**config.mk**
```make
export PLATFORM = sky130hd
export DESIGN_NAME = risc_fetch_buffer
export DESIGN_NICKNAME = d
export VERILOG_FILES = /design/src/rtl/risc_fetch_buffer.sv
export SDC_FILE = /design/constraint.sdc
export NUM_CORES = 1
export LEC_CHECK = 0
export BUFFER_PORTS_ARGS = -buffer_cell sky130_fd_sc_hd__buf_2
export CELL_PAD_IN_SITES_DETAIL_PLACEMENT = 1
export CELL_PAD_IN_SITES_GLOBAL_PLACEMENT = 1
export CORE_ASPECT_RATIO = 0.75
export CORE_UTILIZATION = 50
export DETAILED_ROUTE_END_ITERATION = 10
export GPL_TIMING_DRIVEN = 0
export PLACE_DENSITY = 0.84
export SYNTH_ARGS = -nofsm -noshare
export SYNTH_HDL_FRONTEND = slang
export SYNTH_SLANG_ARGS = --single-unit
export TNS_END_PERCENT = 50
```
**constraint.sdc**
```tcl
create_clock -name clk -period 39.5 [get_ports clk]
set_input_delay 11.85 -clock clk [delete_from_list [all_inputs] [get_ports clk]]
set_output_delay 11.85 -clock clk [all_outputs]
set_load 0.005 [all_outputs]
```
**src/rtl/risc_fetch_buffer.sv**
```systemverilog
// Fetch stage with a request/response instruction-memory port and a DEPTH-entry in-order buffer.
// Slots are allocated at request time, filled by in-order responses, and handed to decode via valid/ready.
module risc_fetch_buffer #(
  parameter int              XLEN     = 32,
  parameter int              DEPTH    = 4,
  parameter logic [XLEN-1:0] RESET_PC = '0
) (
  input  logic            clk,
  input  logic            rst,
  input  logic            redirect_valid,
  input  logic [XLEN-1:0] redirect_pc,
  output logic            imem_req_valid,
  input  logic            imem_req_ready,
  output logic [XLEN-1:0] imem_req_addr,
  input  logic            imem_rsp_valid,
  input  logic [XLEN-1:0] imem_rsp_data,
  output logic            dec_valid,
  input  logic            dec_ready,
  output logic [XLEN-1:0] dec_instr,
  output logic [XLEN-1:0] dec_pc,
  output logic [XLEN-1:0] dec_pc_plus4
);

  localparam int AW = $clog2(DEPTH);
  localparam int PW = AW + 1;

  logic [XLEN-1:0] pc_q;
  logic [XLEN-1:0] slot_pc    [DEPTH];
  logic [XLEN-1:0] slot_pc4   [DEPTH];
  logic [XLEN-1:0] slot_instr [DEPTH];
  logic [DEPTH-1:0] slot_filled;

  logic [PW-1:0] alloc_ptr;
  logic [PW-1:0] fill_ptr;
  logic [PW-1:0] head_ptr;
  logic [PW-1:0] drop_cnt;

  logic [AW-1:0] alloc_idx;
  logic [AW-1:0] fill_idx;
  logic [AW-1:0] head_idx;
  logic [PW-1:0] occupancy;
  logic          full;
  logic          accept;
  logic          rsp_drop;
  logic          rsp_fill;
  logic          deq;
  logic [PW-1:0] pending;
  logic [PW-1:0] redirect_drop;
  logic [XLEN-1:0] redirect_target;

  assign alloc_idx = alloc_ptr[AW-1:0];
  assign fill_idx  = fill_ptr[AW-1:0];
  assign head_idx  = head_ptr[AW-1:0];

  assign occupancy = alloc_ptr - head_ptr;
  assign full      = (occupancy == PW'(DEPTH));

  assign imem_req_valid = !full && !redirect_valid && !rst;
  assign imem_req_addr  = pc_q;
  assign accept         = imem_req_valid && imem_req_ready;

  assign rsp_drop = imem_rsp_valid && (drop_cnt != '0);
  assign rsp_fill = imem_rsp_valid && (drop_cnt == '0) && (fill_ptr != alloc_ptr);

  assign dec_valid    = slot_filled[head_idx] && (head_ptr != alloc_ptr) && !redirect_valid;
  assign dec_instr    = slot_instr[head_idx];
  assign dec_pc       = slot_pc[head_idx];
  assign dec_pc_plus4 = slot_pc4[head_idx];
  assign deq          = dec_valid && dec_ready;

  // On redirect every live in-flight fetch becomes stale; a response landing this cycle retires one of them.
  assign pending         = drop_cnt + (alloc_ptr - fill_ptr);
  assign redirect_drop   = pending - PW'(imem_rsp_valid && (pending != '0));
  assign redirect_target = redirect_pc & ~XLEN'(3);

  always_ff @(posedge clk or posedge rst) begin
    if (rst) begin
      pc_q        <= RESET_PC;
      alloc_ptr   <= '0;
      fill_ptr    <= '0;
      head_ptr    <= '0;
      drop_cnt    <= '0;
      slot_filled <= '0;
      for (int i = 0; i < DEPTH; i++) begin
        slot_pc[i]    <= '0;
        slot_pc4[i]   <= '0;
        slot_instr[i] <= '0;
      end
    end else if (redirect_valid) begin
      pc_q        <= redirect_target;
      alloc_ptr   <= '0;
      fill_ptr    <= '0;
      head_ptr    <= '0;
      drop_cnt    <= redirect_drop;
      slot_filled <= '0;
    end else begin
      if (accept) begin
        slot_pc[alloc_idx]     <= pc_q;
        slot_pc4[alloc_idx]    <= pc_q + XLEN'(4);
        slot_filled[alloc_idx] <= 1'b0;
        alloc_ptr              <= alloc_ptr + PW'(1);
        pc_q                   <= pc_q + XLEN'(4);
      end
      if (rsp_drop) begin
        drop_cnt <= drop_cnt - PW'(1);
      end
      if (rsp_fill) begin
        slot_instr[fill_idx]  <= imem_rsp_data;
        slot_filled[fill_idx] <= 1'b1;
        fill_ptr              <= fill_ptr + PW'(1);
      end
      // The head slot is always already filled, so it never collides with the slot being filled.
      if (deq) begin
        slot_filled[head_idx] <= 1'b0;
        head_ptr              <= head_ptr + PW'(1);
      end
    end
  end

endmodule

```
==> results.py <==
metrics = {
    "clock_network": {
        "root_buffer": "clkbuf_16",
        "clk_pin_slew_ns": 0.06,
        "clock_latency_ns": 0.56,
        "post_cts_buffers": 0,
        "hold_buffers": 0,
        "clockBufferDepth": 3,
        "ctsResizeCount": 0,
        "cts_htree_levels": 2,
        "cts_sinks": 414,
        "cts_made_buffers": 42,
        "cts_tree": "done",
    },
    "die": {
        "core_um2": 37200,
        "ios": 200,
        "fp.dieH_um": 171,
        "initial_core_util_pct": 50.9,
        "die_x_um": 227,
        "rows": 61,
        "dieArea_um2": 38700,
    },
    "yosys": {
        "synth-compound-area-share_pct": 6.56,
        "synthMuxAreaShare_pct": 25.8,
        "synth_xor_area_share_pct": 2.21,
        "synth.distinct_cells": 54,
        "ys_seq_elements": 414,
        "synth_simple_gate_area_share_pct": 6.01,
        "synth_top_area_share_pct": 54.7,
        "seq_area_frac_synth_pct": 54.7,
        "avgSynthCellArea_um2": 13.3,
        "yosysWarnings": 0,
        "synthTopCellsByArea": "dfrtp_1 (55%), mux2_2 (15%), mux4_2 (11%)",
        "synth-edff-count": 0,
        "synthCells": 1420,
        "synth_top_family_by_area": "multiplexers",
        "ys.flop_type": "dfrtp_1",
        "synth_fa_ha_area_share_pct": 1.67,
        "synth_top_area_cell": "dfrtp_1",
        "async_flop_share_pct": 100,
        "syn-cell-area_um2": 18900,
    },
    "power": {
        "power.share.switching_pct": 27.2,
        "power_frac_clock_pct": 36.2,
        "p_seq_share_pct": 46.5,
        "total_power_mw": 1.11,
        "power.density_nw_per_um2": 50.2,
        "ir_drop_mv": 0.0303,
        "leakage_nw": 10.3,
        "comb_power_share_pct": 17.2,
        "intPower_mw": 0.805,
        "switchingPower_mw": 0.301,
    },
    "worst_setup_path": {
        "critPathMaxStageDelay_ns": 0.54,
        "cp.arrival_ns": 12.95,
        "reg2reg_slack_ns": 34.98,
        "critical_path_buf_inv_count": 2,
        "critPathMaxFanout": 7,
        "critPathKind": "in2out",
        "ff2ff_path_depth": 10,
        "crit_chain": "buf_2 > nor2_1 > o21a_1 > buf_2",
        "crit_top_cell": "buf_2",
        "cp.depth": 4,
        "crit_path_start_kind": "input pin",
        "worstPathRequired_ns": 27.65,
        "cp_top_family": "simple AND/OR/NAND/NOR gates",
        "critPathCaptureType": "output port",
        "slowest_stage": "nor2_1",
    },
    "detailed_routing": {
        "drtAntennaViolNets": 0,
        "drtPass1Iterations": 5,
        "via_per_inst": 5.98,
        "wirelength_um": 55100,
        "wl_per_cell_um": 25.1,
        "drtIter0Drc": 978,
        "vias": 13154,
        "drc": 0,
    },
    "cells_and_area": {
        "area_delta_synth_final_pct": 16.4,
        "final_area_um2": 22000,
        "seq_area_um2": 10400,
        "fillers": 3733,
        "final_net_count": 1757,
        "multi_input_comb_area_um2": 8030,
        "layout-drive-gt1-share_pct": 38.0,
        "fin_cells": 2198,
    },
    "sta": {
        "finalMaxSlewViolations": 0,
        "slew_headroom_pct": 22.7,
        "clock_skew_ns": 0.0273,
        "setup-tns-final_ns": 0,
        "worstMarginPinSlew_ns": 1.16,
        "fin_crit_ns": 24.80,
        "finalSetupViolCount": 0,
        "timing.final.ws_setup_ns": 14.71,
        "fmax_ghz": 0.0403,
        "hold_viol_final": 0,
        "fin_crit_sh_pct": 62.8,
        "rsz0062_at_grt": "false",
    },
    "placement": {
        "dpl_worst_slack_ns": 14.73,
        "port_buffers": 190,
        "dpl.hpwl_um": 38400,
        "placed_area_um2": 20600,
        "place_congestion": 0.898,
        "placed_cells": 2123,
    },
    "job": {
        "max_cap_violations": 0,
    },
    "global_routing": {
        "grt_pass1_vias": 14302,
        "grt_antenna_before_repair": 1,
        "grt_max_degree": 103,
        "grt_pass1_wl_um": 86000,
        "overflow": 0,
        "track_usage_pct": 29.5,
    },
    "hold_path": {
        "hold_class": "reg2reg",
        "hold_depth": 2,
    },
    "run_status": {
        "status": "completed",
    },
}
metal layers:
layer / vias to the layer above / share of wire [%] / track usage [%]
met2: 437 / 47 / 45.6
met4: 0 / 2.9 / 8.49
met5: - / 0 / 0
li1: 5637 / - / -
met3: 100 / 5.9 / 5.22
met1: 6980 / 44 / 42.8
path summary, 6_finish.rpt:
check                                               from                            end
min in group asynchronous                            rst        slot_pc[30]$_DFFE_PP0P_
worst min-delay path            slot_pc4[26]$_DFFE_PP0P_       slot_pc4[26]$_DFFE_PP0P_
worst min register to register  slot_pc4[26]$_DFFE_PP0P_       slot_pc4[26]$_DFFE_PP0P_
worst max-delay path                      redirect_valid                 imem_req_valid
max in group asynchronous                            rst        slot_pc[36]$_DFFE_PP0P_
worst max register to register   head_ptr[1]$_DFFE_PP0P_  imem_req_addr[14]$_DFFE_PP0N_
kinds of logic (layout without fill, tap and decap cells):
logic type      Yosys count  count (layout)
compound gates          203             203
xor+xnor                 47              47
flops                   414             414
buf+inv                 135             403
mux                     342             342
other cells               1               7
simple gates            254             254
fa+ha+maj                24              24
worst min-delay path, delay by kind of cell (launching register included):
kind	cells	cell delay, ns
AOI/OAI and AO/OA	1	0.06
DFF	1	0.34
and+or+nand+nor	1	0.05
placed cells by master, fill, tap and decap left out, types with 4 or more instances in the layout:
master,n
dfrtp_1,414
mux2_2,245
buf_2,215
nand2_1,176
o21ai_0,126
mux4_2,93
clkbuf_1,72
clkbuf_16,43
xor2_1,26
buf_1,23
ha_1,22
xnor2_1,20
nor2_1,20
nand3_1,18
inv_1,15
clkbuf_8,13
o311ai_0,11
a31oi_1,9
nand4_1,8
o211ai_1,8
a21oi_1,7
o21ai_1,7
clkinv_2,7
o221ai_1,6
buf_4,6
conb_1,6
a211oi_1,5
and3_1,4
o2111ai_2,4
nor4_1,4
mux2i_1,4
or4_1,4
buf_16,4
cell usage after synthesis, types with 7 or more instances:
cell type  number
dfrtp_1       414
mux2_2        245
nand2_1       176
o21ai_0       126
mux4_2         93
clkbuf_1       64
xor2_1         26
buf_2          25
buf_1          23
ha_1           22
nor2_1         20
xnor2_1        20
nand3_1        18
inv_1          16
o311ai_0       11
a31oi_1         9
nand4_1         8
o211ai_1        8
a21oi_1         7
o21ai_1         7
final cells by class:
cell class / instances / share of cell area (%)
multi-input combinational: 876 / 36.4
buffer: 118 / 2.25
clock inverter: 10 / 0.443
timing repair buffer: 194 / 4.82
sequential: 414 / 47.0
tap: 504 / 2.86
clock buffer: 64 / 5.83
inverter: 17 / 0.324
antenna: 1 / 0.0114
state kept, by name, indices dropped and copies added, names as in the netlist:
register and count:
slot_pc 120, fill_ptr 3, drop_cnt 3, slot_filled 4, alloc_ptr 3, slot_pc4 120, imem_req_addr 30, head_ptr 3
slot_instr 128
power groups by stage:
stage | Sequential, mW | Combinational [mW] | Clock [mW]
after global routing | 0.521 | 0.208 | 0.423
final | 0.515 | 0.191 | 0.401
after CTS | 0.514 | 0.192 | 0.407
after detailed placement | 0.520 | 0.189 | 0
after floorplan | 0.509 | 0.120 | 0
after global placement | 0.516 | 0.178 | 0
per-stage QoR:
| step | utilization (%) | hold WS [ns] |
|---|---|---|
| 2_1_floorplan | - | 0.445 |
| 3_3_place_gp | 55.2 | 0.456 |
| 3_5_place_dp | 55.6 | 0.466 |
| 4_1_cts | 59.3 | 0.479 |
| 5_1_grt | 59.3 | 0.495 |
| 6_report | 59.3 | 0.476 |
Power figures use the tool's default switching activity.
